**src/rtl/prio_encoder_rr.sv**
```systemverilog
// Purpose: N-to-log2(N) priority encoder, fixed (highest index) or round-robin, registered result.
// Latency: 1 clk from sampled req to idx/grant/multi; zero-bubble with out_ready held high.
// Backpressure: while out_valid && !out_ready everything holds and req is ignored.
// Optional: define PENC_MULTI_CNT_EN to add the saturating multi_cnt[15:0] output.
module prio_encoder_rr #(
   parameter int N = 8,
   localparam int W = $clog2(N)
) (
   input  logic         clk,
   input  logic         rst_n,
   input  logic [N-1:0] req,
   input  logic         mode,
   input  logic         out_ready,
   output logic         out_valid,
   output logic [W-1:0] idx,
   output logic [N-1:0] grant,
   output logic         multi
`ifdef PENC_MULTI_CNT_EN
   ,
   output logic [15:0]  multi_cnt
`endif
);

   // N expressed in W+1 bits so pointer arithmetic compares at matching width
   localparam logic [W:0] N_L = (W+1)'(N);

   logic [W-1:0] ptr;
   logic         load;
   logic         req_any;
   logic         multi_nxt;
   logic [W-1:0] fx_win;
   logic [W-1:0] rr_win;
   logic [W-1:0] win;
   logic [N-1:0] grant_nxt;
   logic [W:0]   win_inc;
   logic [W-1:0] ptr_nxt;

   assign load      = !out_valid || out_ready;
   assign req_any   = |req;
   assign multi_nxt = (req & (req - 1'b1)) != '0;

   // fixed priority: the last set bit seen while scanning upward is the highest index
   always_comb begin
      fx_win = '0;
      for (int i = 0; i < N; i++) begin
         if (req[i]) fx_win = W'(i);
      end
   end

   // round-robin: first set bit scanning ptr, ptr+1, ... wrapping at N
   always_comb begin
      logic       found;
      logic [W:0] pos;
      found  = 1'b0;
      rr_win = '0;
      pos    = '0;
      for (int k = 0; k < N; k++) begin
         pos = {1'b0, ptr} + (W+1)'(k);
         if (pos >= N_L) pos = pos - N_L;
         if (!found && req[pos[W-1:0]]) begin
            found  = 1'b1;
            rr_win = pos[W-1:0];
         end
      end
   end

   // select winner, build its one-hot and the pointer that follows it (N-1 wraps to 0)
   always_comb begin
      win       = mode ? rr_win : fx_win;
      grant_nxt = '0;
      grant_nxt[win] = 1'b1;
      win_inc   = {1'b0, win} + 1'b1;
      ptr_nxt   = (win_inc == N_L) ? '0 : win_inc[W-1:0];
   end

   // result registers and RR pointer; an empty request only drops out_valid
   always_ff @(posedge clk or negedge rst_n) begin
      if (!rst_n) begin
         out_valid <= 1'b0;
         idx       <= '0;
         grant     <= '0;
         multi     <= 1'b0;
         ptr       <= '0;
      end else if (load) begin
         out_valid <= req_any;
         if (req_any) begin
            idx   <= win;
            grant <= grant_nxt;
            multi <= multi_nxt;
            if (mode) ptr <= ptr_nxt;
         end
      end
   end

`ifdef PENC_MULTI_CNT_EN
   // count loads that saw more than one request, saturating at all-ones
   always_ff @(posedge clk or negedge rst_n) begin
      if (!rst_n) begin
         multi_cnt <= '0;
      end else if (load && req_any && multi_nxt && multi_cnt != 16'hFFFF) begin
         multi_cnt <= multi_cnt + 16'd1;
      end
   end
`endif

endmodule
```
**config.mk**
```make
export PLATFORM = sky130hd
export DESIGN_NAME = prio_encoder_rr
export DESIGN_NICKNAME = d
export VERILOG_FILES = /design/src/rtl/prio_encoder_rr.sv
export SDC_FILE = /design/constraint.sdc
export NUM_CORES = 1
export LEC_CHECK = 0
export CORE_MARGIN = 3
export CORE_UTILIZATION = 50
export CTS_BUF_LIST = sky130_fd_sc_hd__clkbuf_8
export CTS_CLUSTER_SIZE = 30
export DETAILED_ROUTE_END_ITERATION = 8
export GPL_ROUTABILITY_DRIVEN = 0
export PLACE_DENSITY = 0.82
export RECOVER_POWER = 25
export SYNTH_ARGS = -nofsm -noshare
export SYNTH_HDL_FRONTEND = slang
export SYNTH_SLANG_ARGS = --single-unit
```
**constraint.sdc**
```tcl
create_clock -name clk -period 4.5 [get_ports clk]
set_input_delay 1.125 -clock clk [delete_from_list [all_inputs] [get_ports clk]]
set_output_delay 1.125 -clock clk [all_outputs]
set_load 0.01 [all_outputs]
```
# Word-level counts from Yosys, hierarchy flattened
# Cells that the tools add are included.
# classes
multipliers	0
reduce_logical	21
n_addsub	17
order_cmp	18
mux	50
n_div	0
bitwise_logic	1
eq_ne	1
shifts	0
# ops
cell	n
3-bit 2-to-1 mux	23
3-bit by 4-bit less-than comparator with 1-bit output (second input constant)	9
4-bit >= comparator (second input constant)	7
1-bit binary-select mux with 3-bit select	8
3-bit by 1-bit subtractor with 3-bit output (second input constant)	8
1-bit 2-to-1 mux	17
3-bit by 3-bit adder with 4-bit output (second input constant)	4
3-bit by 1-bit adder with 4-bit output (second input constant)	2
3-bit by 2-bit adder with 4-bit output (second input constant)	2
8-bit AND	1
1-bit logical AND	8
1-bit zero test	8
8-bit nonzero test	1
8-bit OR reduction	1
8-bit by 1-bit subtractor with 8-bit output (second input constant)	1
4-bit equality test (second input constant)	1
3-bit by 4-bit >= comparator with 1-bit output (second input constant)	1
1-bit demux with 3-bit select	1
3-bit by 1-bit >= comparator with 1-bit output (second input constant)	1
3-bit AND reduction	1
2-bit 2-to-1 mux	1
2-bit AND reduction	1
1-bit logical OR	1
# word_totals
latchBits	0
regBits	16
mem_count	0
input_bits	12
romBits	0
mem_bits_rw	0

# Longest topological paths before layout
# Gate-level depths: netlist of run 1.
# logic_depth
depth_word	31
depth_mapped	19
mapped_depth_nobuf	14

# Least setup slack after synthesis of run 1
# OpenSTA, ideal clock, no wires.
# synth_timing
path_kind	in2reg
startpoint	input port req[7]
endpoint	register ptr[2]
path_slack_ns	0.745
t_arrival_ns	3.664
required_ns	4.410
path_buffers	1
cell_stages	12
setup_ns	0.090
cell_sequence	buf_2 -> mux4_2 -> mux2_2 -> a21oi_1 -> nor2_1 -> a32o_1 -> a221o_1 -> inv_2 -> ha_1 -> inv_1 -> a2111o_1 -> o221ai_1
# synth_between
elab_chain_cells	28
word_cells_on_any_way	52
# synth_lines
element	line_no	source
start: declaration	11	input logic [N-1:0] req,
1-bit binary-select mux with 3-bit select	60	if (!found && req[pos[W-1:0]]) begin
1-bit 2-to-1 mux (implied by the code)	60	
1-bit 2-to-1 mux	60	
1-bit zero test	60	
1-bit logical AND	60	
1-bit 2-to-1 mux	60	
1-bit zero test	60	
1-bit logical AND	60	
[13 not listed]	-	
1-bit zero test	60	
1-bit logical AND	60	
3-bit 2-to-1 mux	60	
3-bit 2-to-1 mux *	69	win = mode ? rr_win : fx_win;
named net win[0]	33	logic [W-1:0] win;
3-bit by 1-bit adder with 4-bit output *	72	win_inc = {1'b0, win} + 1'b1;
4-bit equality test	73	ptr_nxt = (win_inc == N_L) ? '0 : win_inc[W-1:0];
3-bit 2-to-1 mux *	73	
end signal: assignment	90	if (mode) ptr <= ptr_nxt;
end: declaration	27	logic [W-1:0] ptr;
# Mark *: on every way through the listed nets, which the timed path passes. The rest lies on a longest branch. The select of a mux whose other input is x is not followed.
# A chain may end at the register's enable or synchronous reset.

# Worst setup path after layout of run 1
# Same ends and word-level chain as after synthesis.

==> results of run 1 <==
==> critical path, delay by kind of cell <==
kind | cells | cell delay, ns
mux | 1 | 0.32
buf+inv | 3 | 0.72
compound gates | 6 | 1.60
fa+ha+maj | 1 | 0.14
simple gates | 2 | 0.45
==> cell type report <==
| class | instances | area [sq um] |
|---|---|---|
| clock buffers | 4 | 55.1 |
| fillers | 315 | 1280 |
| inverters | 11 | 43.8 |
| multi-input cells | 176 | 1310 |
| flip-flops and latches | 16 | 400 |
| well taps | 46 | 57.6 |
| repair buffers | 35 | 323 |
==> through the flow <==
stage,power (W),area (sq um)
final,0.00185,2190
after global routing,0.00197,2190
after CTS,0.00182,2190
after detailed placement,0.00168,2140
after global placement,0.00167,2140
after floorplan,0.00138,1880
==> power by group <==
part	total (W)	switching, W	internal [W]	leakage (nW)
Combinational	0.00149	0.000831	0.000655	0.672
Clock	0.000122	0.0000445	0.0000774	0.0288
Sequential	0.000239	0.0000442	0.000195	0.198
Total	0.00185	0.000920	0.000927	0.899
==> synth_stat cells, drive strengths merged (2+ instances only) <==
master   number
a2111oi       3
a21oi         9
a22o          2
a22oi         2
a32o          2
and3          3
buf          16
clkbuf        6
dfrtp        16
ha            3
inv          10
maj3          2
mux2          4
mux2i        16
mux4          8
nand2        27
nand2b        2
nand3         5
nand3b        3
nor2         20
nor2b         4
nor3         10
nor3b         2
o211a         2
o21a          3
o21ai        10
o21bai        2
o22ai         2
o32ai         2
o41ai         9
xor2          3
==> logic make-up after synthesis <==
kind of cell | synth area share
flops | 0.213
buf+inv | 0.0892
simple gates | 0.202
mux | 0.205
compound gates | 0.238
fa+ha+maj | 0.0306
xor+xnor | 0.0226
==> state kept, by name, summed over array words and instances, names as in the netlist <==
register and cells:
multi 1, out_valid 1, ptr 3, grant 8, idx 3
==> routing by layer <==
| metal | part of all wire | vias to the layer above | GRT usage |
|---|---|---|---|
| met3 | 0.095 | 8 | 0.0566 |
| met1 | 0.45 | 866 | 0.324 |
| met5 | 0 | - | 0 |
| li1 | - | 871 | - |
| met2 | 0.45 | 103 | 0.330 |
| met4 | 0.0053 | 0 | 0.0405 |
==> worst min path at each step <==
stage | start | end | slack, ns | depth (start not counted)
floorplan | grant[0]$_DFFE_PN0P_ | grant[0]$_DFFE_PN0P_ | 0.51 | 2
global placement | idx[2]$_DFFE_PN0P_ | idx[2]$_DFFE_PN0P_ | 0.46 | 2
detailed placement | grant[1]$_DFFE_PN0P_ | grant[1]$_DFFE_PN0P_ | 0.46 | 2
CTS | idx[2]$_DFFE_PN0P_ | idx[2]$_DFFE_PN0P_ | 0.49 | 2
global route | grant[7]$_DFFE_PN0P_ | grant[7]$_DFFE_PN0P_ | 0.51 | 2
finish | grant[6]$_DFFE_PN0P_ | grant[6]$_DFFE_PN0P_ | 0.48 | 2
==> results by group, run 1 <==
Detailed routing
  • Detailed-route wire length: 4740 um
  • Ratio of routed vias to standard cells: 6.42
  • Iter 0 DRT Violations: 119
  • Routed wire length per instance: 16.5 um
  • Residual DRC count: 0
  • DR vias: 1,848
  • Count of nets left with antenna violations after detail routing: 0
  • DRT Pass-1 Iters: 5

Die
  • Die outline area: 0.00453 sq mm
  • Core area: 0.00347 sq mm
  • Die width: 67.3 um
  • Vertical die dimension: 67.3 um
  • Number of placed I/O pins: 25
  • Cell row count: 21
  • Starting density of the core: 0.542

Synth
  • Syn_area_per_cell: 8.36 sq um
  • Share of Yosys cell area claimed by the top area cell type: 0.213
  • Fraction of registers with async set or reset after synthesis: 1.00
  • Sequential-to-total area share from yosys stat: 0.213
  • EDFF count, synth: 0
  • Synth Net Count: 240
  • Cells taking the most area after synthesis: sky130_fd_sc_hd__dfrtp_1, sky130_fd_sc_hd__mux4_2, sky130_fd_sc_hd__mux2i_1
  • Synth warnings: 0
  • Post-synthesis register bit count: 16
  • Post-synthesis cell count: 225
  • Netlist area before placement: 0.00188 sq mm
  • Cell accounting for the most synthesized area: sky130_fd_sc_hd__dfrtp_1
  • Ys flop type: sky130_fd_sc_hd__dfrtp_1
  • Yosys cell types: 56

Global routing
  • Gr ovfl total: 0
  • Via count of the first global-routing pass: 1,640
  • GRT Resource Usage Total: 0.221
  • Antenna violations before repair: 0
  • First-pass GRT wire length: 7780 um
  • Maximum number of pins on one net before global-route repair: 25

Power
  • Cell leakage power: 0.899 nW
  • Power density normalized to cell area: 842 mW/mm^2
  • Worst vdd rail ir drop: 0.000508 V

Clocking
  • Worst-Skew Late Latency: 0.24 ns
  • Setup Buffers After CTS: 0
  • CTS root buffer: sky130_fd_sc_hd__clkbuf_8
  • Clock tree from TritonCTS: done
  • Hold buffers post-CTS: 0
  • # clock sinks: 16
  • Post-cts resize count: 0
  • CTS Buf Count: 3
  • CTS H-tree depth: 1
  • Clock buffer depth: 2
  • Clk pin slew, worst setup/hold paths: 0.06 ns

Timing
  • Final Max Tran Viols: 0
  • Count of endpoints failing setup in the final report: 0
  • Worst Max-Slew Pin Slew: 0.728 ns
  • Minimum clock period: 4.22 ns
  • Part of the cycle the worst path needs: 0.938
  • Worst setup margin: 0.280 ns
  • Fmax: 237 MHz
  • Post-route setup TNS: 0 ns
  • Relative max-transition margin: 0.514
  • Clock tree skew after final layout: 0.00103 ns
  • Hold Fails Final Rpt: 0
  • Tightest hold margin: 0.484 ns
  • Unrepaired setup endpoints after global routing: no

Worst setup path
  • Critical R2R Launch: ptr[1]$_DFFE_PN0P_
  • Beginning of the critical path: req[7]
  • R2R cell count: 14
  • Path type of the worst setup path: primary input to register
  • Type of destination of the critical path: register
  • Cells traversed along the worst timing path: clkdlybuf4s50_1 > mux2i_1 > a21oi_1 > a211oi_2 > nand3_1 > o32ai_1 > a221oi_2 > or2_1 > inv_4 > ha_1 > inv_1 > a2111o_1 > o221ai_1
  • CP Data Required Time: 4.65 ns
  • Maximum fanout encountered on the critical timing path: 9
  • Flop-to-flop setup slack: 0.44 ns
  • Crit-path max cell delay: 0.56 ns
  • Startpoint Class: primary input
  • End of the worst register-to-register path: ptr[2]$_DFFE_PN0P_
  • End point of the critical path: ptr[2]$_DFFE_PN0P_
  • Critical path's slowest cell: sky130_fd_sc_hd__clkdlybuf4s50_1
  • Crit path DAT: 4.37 ns

Placement
  • Pre-CTS setup slack: 0.109 ns
  • Post-detail-place hpwl: 3560 um
  • Count of placed standard cells including taps: 284
  • Port-buffer cells: 24

Finish
  • Most frequent cells in the layout: sky130_fd_sc_hd__nand2_1, sky130_fd_sc_hd__clkdlybuf4s50_1, sky130_fd_sc_hd__nor2_1, sky130_fd_sc_hd__mux2i_1, sky130_fd_sc_hd__dfrtp_1
  • Post-route insts no fill: 288
  • Final Core Density: 0.632
  • Leading cell type in the layout, fill and taps excluded: sky130_fd_sc_hd__nand2_1
  • Area growth from synthesis to layout: 16.6%
  • Share of final-layout standard cells stronger than drive strength 1: 0.145
  • Total Nets Final: 258
  • Antenna fix cells: 0

Min path
  • Worst Hold Class: register to register

Run status
  • Status: completed

Run
  • Number of maximum-capacitance violations: 0
Power figures use the tool's default switching activity.
==> run 2, diff against run 1 <==
--- a/config.mk
+++ b/config.mk
@@ -13,6 +13,7 @@
 export GPL_ROUTABILITY_DRIVEN = 0
 export PLACE_DENSITY = 0.82
 export RECOVER_POWER = 25
+export SLEW_MARGIN = 20
 export SYNTH_ARGS = -nofsm -noshare
 export SYNTH_HDL_FRONTEND = slang
 export SYNTH_SLANG_ARGS = --single-unit
==> results of run 2 <==
No change in the layout: final DEF, timing and power equal those of run 1.
